<file path="src/rtl/loac_pkg.sv">
// -----------------------------------------------------------------------------
// loac_pkg
// Shared constants and types for the switch debouncer.
//   NBITS_TOP           : default number of switch channels
//   DEBOUNCE_CYCLES_DEF : default number of consecutive stable cycles required
//   CNT_W_DEF           : per-bit counter width for the default threshold
//   cnt_width()         : counter width for any threshold (never below 1 bit)
//   cnt_action_e        : what a per-bit counter does on the next edge
// -----------------------------------------------------------------------------
package loac_pkg;

    localparam int unsigned NBITS_TOP           = 32'd8;
    localparam int unsigned DEBOUNCE_CYCLES_DEF = 32'd4;

    // ceil(log2(cycles)), with a floor of one bit so a counter always exists.
    function automatic int unsigned cnt_width(input int unsigned cycles);
        int unsigned w;
        w = $clog2(cycles);
        return (w < 32'd1) ? 32'd1 : w;
    endfunction

    localparam int unsigned CNT_W_DEF = cnt_width(DEBOUNCE_CYCLES_DEF);

    typedef enum logic [1:0] {
        ACT_CLEAR  = 2'd0,  // input agrees with the accepted level
        ACT_COUNT  = 2'd1,  // input disagrees, threshold not yet reached
        ACT_ACCEPT = 2'd2   // input disagreed long enough: take the new level
    } cnt_action_e;

endpackage

</file>
<file path="src/rtl/swi_debounce_bit.sv">
// -----------------------------------------------------------------------------
// debounce_bit
// One debounced switch channel: two-flop synchronizer, stability counter,
// accepted-level flop and one-cycle rise/fall pulses.
// Ports:
//   clk_2  : clock, rising edge
//   rst_n  : asynchronous active-low reset
//   swi    : raw, asynchronous switch level
//   stable : accepted (debounced) level
//   rise   : one-cycle pulse on an accepted 0->1 change
//   fall   : one-cycle pulse on an accepted 1->0 change
// -----------------------------------------------------------------------------
module debounce_bit
    import loac_pkg::*;
#(
    parameter int unsigned DEBOUNCE_CYCLES = DEBOUNCE_CYCLES_DEF,
    parameter logic        RESET_BIT       = 1'b0
) (
    input  logic clk_2,
    input  logic rst_n,
    input  logic swi,
    output logic stable,
    output logic rise,
    output logic fall
);

    localparam int unsigned      CNT_W    = cnt_width(DEBOUNCE_CYCLES);
    localparam logic [CNT_W-1:0] CNT_LAST = CNT_W'(DEBOUNCE_CYCLES - 32'd1);
    localparam logic [CNT_W-1:0] CNT_ONE  = CNT_W'(32'd1);
    localparam logic [CNT_W-1:0] CNT_ZERO = {CNT_W{1'b0}};

    logic             sync_meta_r;
    logic             sync_q_r;
    logic [CNT_W-1:0] cnt_r;
    logic             stable_r;
    logic             rise_r;
    logic             fall_r;

    cnt_action_e      action_s;
    logic [CNT_W-1:0] cnt_next_s;
    logic             stable_next_s;
    logic             rise_next_s;
    logic             fall_next_s;

    // Two-flop synchronizer; reset to the accepted reset level so that a
    // switch already at that level produces no spurious count after release.
    always_ff @(posedge clk_2 or negedge rst_n) begin
        if (!rst_n) begin
            sync_meta_r <= RESET_BIT;
            sync_q_r    <= RESET_BIT;
        end else begin
            sync_meta_r <= swi;
            sync_q_r    <= sync_meta_r;
        end
    end

    // Decide what the counter does this cycle. The >= compare makes the
    // counter saturate at the threshold rather than ever wrapping.
    always_comb begin
        action_s = ACT_CLEAR;
        if (sync_q_r == stable_r) begin
            action_s = ACT_CLEAR;
        end else if (cnt_r >= CNT_LAST) begin
            action_s = ACT_ACCEPT;
        end else begin
            action_s = ACT_COUNT;
        end
    end

    // Next-state values for counter, accepted level and edge pulses.
    always_comb begin
        cnt_next_s    = CNT_ZERO;
        stable_next_s = stable_r;
        rise_next_s   = 1'b0;
        fall_next_s   = 1'b0;
        case (action_s)
            ACT_CLEAR: begin
                cnt_next_s = CNT_ZERO;
            end
            ACT_COUNT: begin
                cnt_next_s = cnt_r + CNT_ONE;
            end
            ACT_ACCEPT: begin
                cnt_next_s    = CNT_ZERO;
                stable_next_s = sync_q_r;
                rise_next_s   = sync_q_r;
                fall_next_s   = ~sync_q_r;
            end
            default: begin
                cnt_next_s    = CNT_ZERO;
                stable_next_s = stable_r;
            end
        endcase
    end

    // Counter, accepted level and pulse registers.
    always_ff @(posedge clk_2 or negedge rst_n) begin
        if (!rst_n) begin
            cnt_r    <= CNT_ZERO;
            stable_r <= RESET_BIT;
            rise_r   <= 1'b0;
            fall_r   <= 1'b0;
        end else begin
            cnt_r    <= cnt_next_s;
            stable_r <= stable_next_s;
            rise_r   <= rise_next_s;
            fall_r   <= fall_next_s;
        end
    end

    assign stable = stable_r;
    assign rise   = rise_r;
    assign fall   = fall_r;

endmodule

</file>
<file path="src/rtl/swi_debounce.sv">
// -----------------------------------------------------------------------------
// swi_debounce
// NBITS independent switch debouncers plus a registered "any change" flag.
// Ports:
//   clk_2      : clock, rising edge
//   rst_n      : asynchronous active-low reset
//   SWI        : raw bouncing switch levels (NBITS)
//   sw_stable  : debounced levels (NBITS)
//   sw_rise    : one-cycle pulse per bit on an accepted 0->1 change
//   sw_fall    : one-cycle pulse per bit on an accepted 1->0 change
//   sw_changed : high the cycle after any rise/fall pulse
// -----------------------------------------------------------------------------
module swi_debounce
    import loac_pkg::*;
#(
    parameter int unsigned      NBITS           = NBITS_TOP,
    parameter int unsigned      DEBOUNCE_CYCLES = DEBOUNCE_CYCLES_DEF,
    parameter logic [NBITS-1:0] RESET_VAL       = {NBITS{1'b0}}
) (
    input  logic             clk_2,
    input  logic             rst_n,
    input  logic [NBITS-1:0] SWI,
    output logic [NBITS-1:0] sw_stable,
    output logic [NBITS-1:0] sw_rise,
    output logic [NBITS-1:0] sw_fall,
    output logic             sw_changed
);

    logic pulse_any_s;
    logic sw_changed_r;

    for (genvar i = 0; i < NBITS; i++) begin : g_bit
        debounce_bit #(
            .DEBOUNCE_CYCLES (DEBOUNCE_CYCLES),
            .RESET_BIT       (RESET_VAL[i])
        ) u_bit (
            .clk_2  (clk_2),
            .rst_n  (rst_n),
            .swi    (SWI[i]),
            .stable (sw_stable[i]),
            .rise   (sw_rise[i]),
            .fall   (sw_fall[i])
        );
    end

    assign pulse_any_s = |(sw_rise | sw_fall);

    // Registered OR of every pulse: trails the pulses by exactly one cycle.
    always_ff @(posedge clk_2 or negedge rst_n) begin
        if (!rst_n) begin
            sw_changed_r <= 1'b0;
        end else begin
            sw_changed_r <= pulse_any_s;
        end
    end

    assign sw_changed = sw_changed_r;

endmodule

</file>
<file path="config.mk">
export PLATFORM = sky130hd
export DESIGN_NAME = swi_debounce
export DESIGN_NICKNAME = d
export VERILOG_FILES = /design/src/rtl/loac_pkg.sv /design/src/rtl/swi_debounce_bit.sv /design/src/rtl/swi_debounce.sv
export SDC_FILE = /design/constraint.sdc
export NUM_CORES = 1
export LEC_CHECK = 0
export BUFFER_PORTS_ARGS = -buffer_cell sky130_fd_sc_hd__buf_2
export CORE_ASPECT_RATIO = 0.7
export CORE_MARGIN = 4
export CORE_UTILIZATION = 54
export DETAILED_ROUTE_END_ITERATION = 12
export PLACE_DENSITY = 0.77
export SLEW_MARGIN = 15
export SYNTH_ARGS = -nofsm -noshare
export SYNTH_HDL_FRONTEND = slang
export SYNTH_SLANG_ARGS = --single-unit
</file>
<file path="constraint.sdc">
create_clock -name clk_2 -period 1.37 [get_ports clk_2]
set_clock_uncertainty 0.15 [all_clocks]
set_input_delay 0.274 -clock clk_2 [delete_from_list [all_inputs] [get_ports clk_2]]
set_output_delay 0.274 -clock clk_2 [all_outputs]
set_load 0.005 [all_outputs]
</file>
==> flow_metrics.tcl, run 1 <==
set metrics [dict create \
    outcome "finished, final reports clean" \
    switching_share_pct 26.7 \
    setup_tns_ns 0 \
    n_antenna_cell 0 \
    die_x_um 83.0 \
    drt-pass1-iter-count 4 \
    core_um2 3650 \
    power_w 0.00482 \
    ys_async_sr_fraction_pct 100 \
    slowest_stage "dfrtp_1" \
    crit_buf_inv 1 \
    layout_commonest_cell "dfrtp_1" \
    hold_violations 0 \
    grt_max_degree 27 \
    num_io_pins 35 \
    final-seq-area_um2 1430 \
    gp_congestion 0.740 \
    drc_errors 0 \
    pwr-share-comb_pct 21.1 \
    synthFlopType "dfrtp_1" \
    cts_inserted_buffers 9 \
    cp_cell_sequence "buf_2" \
    worstRegToRegCells 2 \
    drive_above_1_share_pct 32.1 \
    drv_slew 0 \
    syn_avg_cell_area_um2 13.8 \
    worstPathArrival_ns 0.89 \
    cellPowerDensity_nw_per_um2 1910 \
    die_h_um 60.5 \
    portBuffers 34 \
    final_cell_mix "dfrtp_1, buf_2, clkbuf_8" \
    clock_latency_ns 0.33 \
    worst_pin_slew_ns 0.376 \
    floorplan.initialDensity_pct 58.3 \
    tritoncts "done" \
    ys_ff_latch 57 \
    drt_iter0_markers 38 \
    place_area_um2 2220 \
    vias_per_cell 4.76 \
    p_leak_nw 1.29 \
    period_share_pct 95.9 \
    holdPathStages 0 \
    critical_path.top_delay_family "flip-flops" \
    min_period_ns 1.31 \
    setup_ws_ns 0.0561 \
    synth_edf_count 0 \
    r2r_start "g_bit[7].u_bit.cnt_r[0]$_DFF_PN0_" \
    fin_area_um2 2530 \
    synthesis.nets 172 \
    critical_path_required_ns 0.95 \
    wire_per_inst_um 13.3 \
    clockPowerShare_pct 31.3 \
    grt.overflow.total 0 \
    critPathMaxStageDelay_ns 0.42 \
    min_to "g_bit[7].u_bit.sync_q_r$_DFF_PN0_" \
    ant_nets 0 \
    antenna_found_initial 0 \
    synth.area.top_cells "dfrtp_1, buf_4, ha_1, nor3b_1, xnor2_1" \
    ir_worst_vdd_v 0.00143 \
    grt_use_total_pct 15.6 \
    worst_setup_path_end_kind "output pin" \
    synth_top_area_share_pct 67.1 \
    crit_path_start_kind "flop" \
    clk_pin_slew_ns 0.06 \
    cts_buffer_depth 2 \
    syn_area_um2 2130 \
    dp_cells 216 \
    final_cell_count_no_fill 243 \
    rrSetupSlack_ns 0.14 \
    p_sw_w 0.00129 \
    first_global_vias 1214 \
    worstSetupPathType "flop to output pin" \
    cts_root_buf "clkbuf_8" \
    ys_warn_count 0 \
    drv_cap 0 \
    hpwlAfterDp_um 2340 \
    holdCritStartpoint "g_bit[7].u_bit.sync_meta_r$_DFF_PN0_" \
    die_area_um2 5020 \
    place_ws_ns 0.145 \
    seqPwrFrac_pct 47.5 \
    postSynthCellCount 154 \
    htreeDepth 3 \
    drt-total-wl_um 3220 \
    path_max_fanout 5 \
    rsz0062_at_grt "false" \
    clock-sinks 57 \
    hold_path_class "flop to flop" \
    row_count 18 \
    synthDistinctLibCells 16 \
    final_net_count 207 \
    multi_input_area_um2 502 \
    grt_pass1_wl_um 5650 \
    slew_headroom_pct 75.0 \
    vias 1157 \
    synth_area_leader_cell "dfrtp_1" \
    worstReg2RegEnd "g_bit[7].u_bit.stable$_DFFE_PN0N_" \
    fillers 268 \
    area_growth_syn_to_layout_pct 18.8 \
    ys_seq_area_share_pct 67.1 \
    timing.fmax_mhz 761 \
    power.internal_w 0.00353 \
    setup_violations 0 \
]
-- cells in the mapped netlist (4+ instances only) --
master / count
nor4_1: 4
dfrtp_1: 57
xnor2_1: 8
nor2_1: 7
buf_4: 24
nor3b_1: 10
inv_1: 5
o21ai_0: 5
nor3_1: 8
ha_1: 8
and3b_2: 4
nand2_1: 7
-- per-stage QoR --
step / hold slack (ns) / utilization, %
after floorplan: -0.172 / -
after global placement: 0.0535 / 60.8
after detailed placement: 0.0641 / 60.8
after CTS: 0.195 / 68.7
after global routing: 0.202 / 69.3
final: 0.193 / 69.3
-- registers in the layout (all words and copies together) (netlist names) --
| register | count |
|---|---|
| g_bit.u_bit.cnt_r | 16 |
| g_bit.u_bit.sync_meta_r | 8 |
| g_bit.u_bit.rise | 8 |
| sw_changed | 1 |
| g_bit.u_bit.fall | 8 |
| g_bit.u_bit.stable | 8 |
| g_bit.u_bit.sync_q_r | 8 |
-- logic make-up (layout without fill, tap and decap cells) --
| logic type | after synthesis | count (layout) | synth area share [%] |
|---|---|---|---|
| AND/OR/NAND/NOR | 44 | 44 | 12.8 |
| AO/OA/AOI/OAI | 5 | 5 | 1.18 |
| adder cells (fa/ha/maj) | 8 | 8 | 4.71 |
| XOR/XNOR | 8 | 8 | 3.29 |
| buffers and inverters | 29 | 68 | 9.35 |
| flip-flops | 57 | 57 | 67.1 |
| multiplexers | 3 | 3 | 1.59 |
-- worst max path at each step --
stage	start	to	slack, ns	cells past startpoint
finish	g_bit[1].u_bit.stable$_DFFE_PN0N_	sw_stable[1]	0.06	1
global route	g_bit[1].u_bit.stable$_DFFE_PN0N_	sw_stable[1]	0.006	1
CTS	g_bit[7].u_bit.stable$_DFFE_PN0N_	sw_stable[7]	0.001	1
detailed placement	g_bit[7].u_bit.cnt_r[0]$_DFF_PN0_	g_bit[7].u_bit.stable$_DFFE_PN0N_	0.14	2
global placement	g_bit[5].u_bit.rise$_DFF_PN0_	sw_changed$_DFF_PN0_	0.18	2
floorplan	g_bit[7].u_bit.cnt_r[0]$_DFF_PN0_	g_bit[7].u_bit.stable$_DFFE_PN0N_	0.21	2
-- metal layers --
metal	share of wire [%]	wire (um)	GRT usage (%)	vias to the layer above
li1	-	-	-	559
met1	40	1290	16.8	566
met2	50	1630	24.9	28
met3	8.0	258	9.36	4
met4	1.5	48	8.39	0
met5	0	0	0	-
-- timing repair --
| item | in CTS | in global routing |
|---|---|---|
| setup buffers | 0 | 3 |
| endpoints found under the hold margin | 21 | 0 |
| gates resized for setup | 0 | 0 |
| hold buffers | 9 | 0 |
| setup endpoints to repair | 0 | 2 |
-- power by group through the flow --
stage	combinational [W]	clock, W	sequential, W
6_report	0.00102	0.00151	0.00229
3_3_place_gp	0.000869	0	0.00230
5_1_grt	0.00118	0.00164	0.00234
3_5_place_dp	0.000947	0	0.00234
4_1_cts	0.000970	0.00156	0.00231
2_1_floorplan	0.000791	0	0.00227
-- final cells by class --
type / instances / area share, %
tap: 50 / 2.48
timing repair buffer: 48 / 12.8
sequential: 57 / 56.4
clock buffer: 12 / 6.14
inverter: 5 / 0.743
multi-input combinational: 68 / 19.9
clock inverter: 3 / 1.58
Note: power is estimated with default switching activity, not from simulation.
==> inputs of run 2 (changes only) <==
--- a/config.mk
+++ b/config.mk
@@ -7,7 +7,6 @@
 export LEC_CHECK = 0
 export BUFFER_PORTS_ARGS = -buffer_cell sky130_fd_sc_hd__buf_2
 export CORE_ASPECT_RATIO = 0.7
-export CORE_MARGIN = 4
 export CORE_UTILIZATION = 54
 export DETAILED_ROUTE_END_ITERATION = 12
 export PLACE_DENSITY = 0.77
==> flow_metrics.tcl, run 2 (same netlist as run 1, synthesis figures left out) <==
set metrics [dict create \
    outcome "finished, final reports clean" \
    hold_path_class "flop to flop" \
    cellPowerDensity_nw_per_um2 1900 \
    floorplan.initialDensity_pct 58.3 \
    r2r_start "g_bit[6].u_bit.cnt_r[0]$_DFF_PN0_" \
    largest_reg_flops 16 \
    portBuffers 34 \
    cp_cell_sequence "buf_2" \
    grt_use_total_pct 19.1 \
    layout_commonest_cell "dfrtp_1" \
    drt_iter0_markers 31 \
    grt_util_met1_pct 18.6 \
    grt.overflow.total 0 \
    critical_path.top_delay_family "flip-flops" \
    grt_pass1_wl_um 5380 \
    drc_errors 0 \
    hpwlAfterDp_um 2230 \
    vias_per_cell 4.86 \
    clock-sinks 57 \
    cts_root_buf "clkbuf_8" \
    cts_inserted_buffers 9 \
    drt-total-wl_um 3400 \
    use_met3_pct 11.5 \
    first_global_vias 1194 \
    final-seq-area_um2 1430 \
    drt-pass1-iter-count 4 \
    rrSetupSlack_ns 0.10 \
    htreeDepth 3 \
    worstPathArrival_ns 0.89 \
    crit_path_start_kind "flop" \
    ant_nets 0 \
    regMostFlops "g_bit.u_bit.cnt_r" \
    grt_use_met2_pct 33.6 \
    vias 1214 \
    slew_headroom_pct 77.4 \
    drv_slew 0 \
    die_h_um 54.5 \
    min_period_ns 1.32 \
    timing.fmax_mhz 758 \
    clk_pin_slew_ns 0.06 \
    row_count 18 \
    core_um2 3650 \
    ir_worst_vdd_v 0.00103 \
    die_x_um 77.0 \
    worstRegToRegCells 2 \
    slowest_stage "dfrtp_1" \
    min_to "g_bit[5].u_bit.sync_q_r$_DFF_PN0_" \
    path_max_fanout 4 \
    holdPathStages 0 \
    die_area_um2 4200 \
    worstSetupPathType "flop to output pin" \
    cp_num_cells 1 \
    grt_max_degree 58 \
    critical_path_required_ns 0.95 \
    final_cell_mix "dfrtp_1, buf_2, clkbuf_8" \
    worst_setup_path_end_kind "output pin" \
    holdCritStartpoint "g_bit[5].u_bit.sync_meta_r$_DFF_PN0_" \
    setup_violations 0 \
    busiest_layer "met2" \
    antenna_found_initial 0 \
    setup_tns_ns 0 \
    worstReg2RegEnd "g_bit[6].u_bit.stable$_DFFE_PN0N_" \
    fillers 263 \
    hold_violations 0 \
    cts_buffer_depth 2 \
    multi_input_area_um2 502 \
    utilization_pct 69.6 \
    place_area_um2 2200 \
    dp_cells 215 \
    clock_latency_ns 0.33 \
    rsz0062_at_grt "false" \
    drive_above_1_share_pct 34.0 \
    area_growth_syn_to_layout_pct 19.4 \
    final_cell_count_no_fill 250 \
    worst_pin_slew_ns 0.336 \
    num_io_pins 35 \
    p_leak_nw 1.31 \
    wire_per_inst_um 13.6 \
    fin_area_um2 2540 \
    drv_cap 0 \
    gp_congestion 0.682 \
    n_antenna_cell 0 \
    tritoncts "done" \
    final_net_count 213 \
    crit_buf_inv 1 \
    critPathMaxStageDelay_ns 0.41 \
    period_share_pct 96.2 \
]
[run 2: cell types whose count changed in the layout (fill, tap and decap cells not counted), sizes merged]
cell | before | now
buf | 39 | 45
clkinv | 2 | 3
bufinv | 1 | 0
clkbuf | 12 | 13
[run 2: where the power goes]
group	internal, W	total, W	switching, W
clock	0.000746	0.00136	0.000610
combinational	0.000669	0.00118	0.000508
sequential	0.00205	0.00229	0.000244
[run 2: stage by stage]
stage,hold WS (ns),worst slack (ns),total power [W]
final,0.191,0.0515,0.00482
after global routing,0.204,0.00114,0.00516
after CTS,0.197,0.00850,0.00469
after detailed placement,0.141,0.104,0.00330
after global placement,0.136,0.198,0.00315
after floorplan,-0.172,0.211,0.00306
[run 2: how the worst max path moves through the flow]
stage	from	end	slack, ns
final	g_bit[3].u_bit.stable$_DFFE_PN0N_	sw_stable[3]	0.05
after floorplan	g_bit[7].u_bit.cnt_r[0]$_DFF_PN0_	g_bit[7].u_bit.stable$_DFFE_PN0N_	0.21
after global placement	g_bit[2].u_bit.fall$_DFF_PN0_	sw_changed$_DFF_PN0_	0.20
after global routing	g_bit[7].u_bit.stable$_DFFE_PN0N_	sw_stable[7]	0.001
after CTS	g_bit[7].u_bit.stable$_DFFE_PN0N_	sw_stable[7]	0.009
after detailed placement	g_bit[6].u_bit.cnt_r[0]$_DFF_PN0_	g_bit[6].u_bit.stable$_DFFE_PN0N_	0.10
[run 2: area by class of cell]
class | count | area share, %
Clock buffer | 13 | 6.26
Clock inverter | 3 | 0.591
Inverter | 5 | 0.739
Timing Repair Buffer | 54 | 14.0
Sequential cell | 57 | 56.2
Tap cell | 50 | 2.46
Multi-Input combinational cell | 68 | 19.8
[run 2: what timing repair did]
item	CTS	global route
hold buffers	9	0
gates resized for setup	0	0
endpoints found under the hold margin	65	0
buffers inserted	0	10
endpoints found under the setup margin	0	7
[run 2: per-layer routing]
layer,vias up,wire length (um)
met4,0,44
met3,4,207
met5,-,0
met2,30,1720
li1,577,-
met1,603,1430
==> inputs of run 3 (changes only) <==
--- a/config.mk
+++ b/config.mk
@@ -6,10 +6,12 @@
 export NUM_CORES = 1
 export LEC_CHECK = 0
 export BUFFER_PORTS_ARGS = -buffer_cell sky130_fd_sc_hd__buf_2
+export CELL_PAD_IN_SITES_DETAIL_PLACEMENT = 0
+export CELL_PAD_IN_SITES_GLOBAL_PLACEMENT = 1
 export CORE_ASPECT_RATIO = 0.7
-export CORE_UTILIZATION = 54
+export CORE_UTILIZATION = 44
 export DETAILED_ROUTE_END_ITERATION = 12
-export PLACE_DENSITY = 0.77
+export PLACE_DENSITY_LB_ADDON = 0.1
 export SLEW_MARGIN = 15
 export SYNTH_ARGS = -nofsm -noshare
 export SYNTH_HDL_FRONTEND = slang
==> constraint.sdc (replaced) <==
create_clock -name clk_2 -period 1.35 [get_ports clk_2]
set_clock_uncertainty 0.15 [all_clocks]
set_input_delay 0.27 -clock clk_2 [delete_from_list [all_inputs] [get_ports clk_2]]
set_output_delay 0.27 -clock clk_2 [all_outputs]
set_load 0.005 [all_outputs]
==> flow_metrics.tcl, run 3 (same netlist as run 1, synthesis figures left out) <==
set metrics [dict create \
    drc_errors 0 \
    min_period_ns 1.31 \
    gp_congestion 0.687 \
    largest_reg_flops 16 \
    worst_pin_slew_ns 0.394 \
    area_growth_syn_to_layout_pct 20.3 \
    critical_path.top_delay_family "flip-flops" \
    grt_use_total_pct 14.9 \
    vias_per_cell 4.56 \
    layout_commonest_cell "dfrtp_1" \
    tritoncts "done" \
    switching_share_pct 27.1 \
    cts_buffer_depth 2 \
    grt_pass1_wl_um 5240 \
    die_h_um 60.2 \
    worstSetupPathType "flop to output pin" \
    die_area_um2 5120 \
    drv_slew 0 \
    grt.overflow.total 0 \
    min_to "g_bit[4].u_bit.sync_q_r$_DFF_PN0_" \
    cts_root_buf "clkbuf_8" \
    clockPowerShare_pct 30.6 \
    drt_iter0_markers 37 \
    drt-pass1-iter-count 4 \
    period_share_pct 96.8 \
    vias 1159 \
    worst_setup_path_end_kind "output pin" \
    num_io_pins 35 \
    outcome "finished, final reports clean" \
    setup_violations 0 \
    n_antenna_cell 0 \
    crit_path_start_kind "flop" \
    holdPathStages 0 \
    regMostFlops "g_bit.u_bit.cnt_r" \
    critPathMaxStageDelay_ns 0.42 \
    slowest_stage "dfrtp_1" \
    p_sw_w 0.00135 \
    power_w 0.00497 \
    worstRegToRegCells 2 \
    hold_violations 0 \
    antenna_found_initial 0 \
    floorplan.initialDensity_pct 47.5 \
    drive_above_1_share_pct 34.7 \
    first_global_vias 1116 \
    worstReg2RegEnd "sw_changed$_DFF_PN0_" \
    power.internal_w 0.00363 \
    drv_cap 0 \
    clk_pin_slew_ns 0.06 \
    holdCritStartpoint "g_bit[4].u_bit.sync_meta_r$_DFF_PN0_" \
    wire_per_inst_um 12.5 \
    grt_max_degree 58 \
    hold_path_class "flop to flop" \
    crit_buf_inv 1 \
    cts_inserted_buffers 9 \
    setup_tns_ns 0 \
    htreeDepth 3 \
    path_max_fanout 4 \
    core_um2 4480 \
    rsz0062_at_grt "false" \
    cp_cell_sequence "buf_2" \
    critical_path_required_ns 0.93 \
    slew_headroom_pct 73.5 \
    r2r_start "g_bit[0].u_bit.fall$_DFF_PN0_" \
    worstPathArrival_ns 0.89 \
    clock_latency_ns 0.33 \
    clock-sinks 57 \
    hpwlAfterDp_um 2070 \
    die_x_um 85.1 \
    cellPowerDensity_nw_per_um2 1940 \
    pwr-share-comb_pct 23.3 \
    seqPwrFrac_pct 46.0 \
    p_leak_nw 1.31 \
    timing.fmax_mhz 765 \
    portBuffers 34 \
    ant_nets 0 \
    ir_worst_vdd_v 0.00113 \
    final_cell_mix "dfrtp_1, buf_2, nor3b_1, clkbuf_8" \
    row_count 20 \
    drt-total-wl_um 3170 \
    rrSetupSlack_ns 0.13 \
    final_net_count 212 \
]
## run 3: changes by cell type in the layout (fill, tap and decap cells not counted), sizes merged
cell / previous run / this run
clkbuf: 13 / 10
buf: 45 / 44
bufinv: 0 / 1
clkinv: 3 / 4
clkinvlp: 0 / 1
## run 3: layer usage
metal / up-vias / wire length [um] / GRT usage, %
met2: 25 / 1490 / 22.6
met5: - / 0 / 0
met1: 559 / 1460 / 16.5
li1: 570 / - / -
met4: 0 / 54 / 7.26
met3: 5 / 176 / 9.81
## run 3: what timing repair did
item,CTS,global route
gates resized for setup,0,0
setup buffers,2,7
hold buffers,9,0
endpoints found under the setup margin,2,6
hold endpoints to repair,65,0
## run 3: worst max path at each step
stage | end | cells past startpoint | slack (ns) | startpoint
after floorplan | g_bit[7].u_bit.stable$_DFFE_PN0N_ | 2 | 0.19 | g_bit[7].u_bit.cnt_r[0]$_DFF_PN0_
after global placement | sw_changed$_DFF_PN0_ | 2 | 0.08 | g_bit[0].u_bit.fall$_DFF_PN0_
after detailed placement | sw_changed$_DFF_PN0_ | 2 | 0.08 | g_bit[0].u_bit.fall$_DFF_PN0_
after CTS | sw_stable[2] | 1 | 0.004 | g_bit[2].u_bit.stable$_DFFE_PN0N_
after global routing | sw_stable[2] | 1 | 0.001 | g_bit[2].u_bit.stable$_DFFE_PN0N_
final | sw_stable[2] | 1 | 0.04 | g_bit[2].u_bit.stable$_DFFE_PN0N_
## run 3: area by class of cell
| cell class | count | area (um^2) |
|---|---|---|
| Clock buffer | 10 | 138 |
| Clock inverter | 6 | 57.6 |
| Fill cell | 362 | 1920 |
| Inverter | 5 | 18.8 |
| Multi-Input combinational cell | 68 | 502 |
| Sequential cell | 57 | 1430 |
| Tap cell | 55 | 68.8 |
| Timing Repair Buffer | 53 | 348 |
## run 3: metrics by stage
stage	util (%)	setup slack (ns)	cell area, um^2	hold WS [ns]	std cells
4_1_cts	55.9	0.00384	2510	0.198	247
6_report	57.1	0.0433	2560	0.196	254
2_1_floorplan	-	0.191	2130	-0.176	154
5_1_grt	57.1	0.00100	2560	0.207	254
3_3_place_gp	49.2	0.0828	2210	0.135	220
3_5_place_dp	49.2	0.0792	2210	0.140	220
## run 3: worst reg2reg max path: stages, from the launching register on
cell and delay, ns:
dfrtp_1 0.39, nor4_1 0.41, nand4_1 0.14
## run 3: power by group through the flow
stage / Clock [W] / Sequential (W) / Combinational (W)
2_1_floorplan: 0 / 0.00231 / 0.000803
3_3_place_gp: 0 / 0.00234 / 0.000871
3_5_place_dp: 0 / 0.00237 / 0.000927
4_1_cts: 0.00159 / 0.00232 / 0.00101
5_1_grt: 0.00166 / 0.00233 / 0.00132
6_report: 0.00152 / 0.00229 / 0.00116
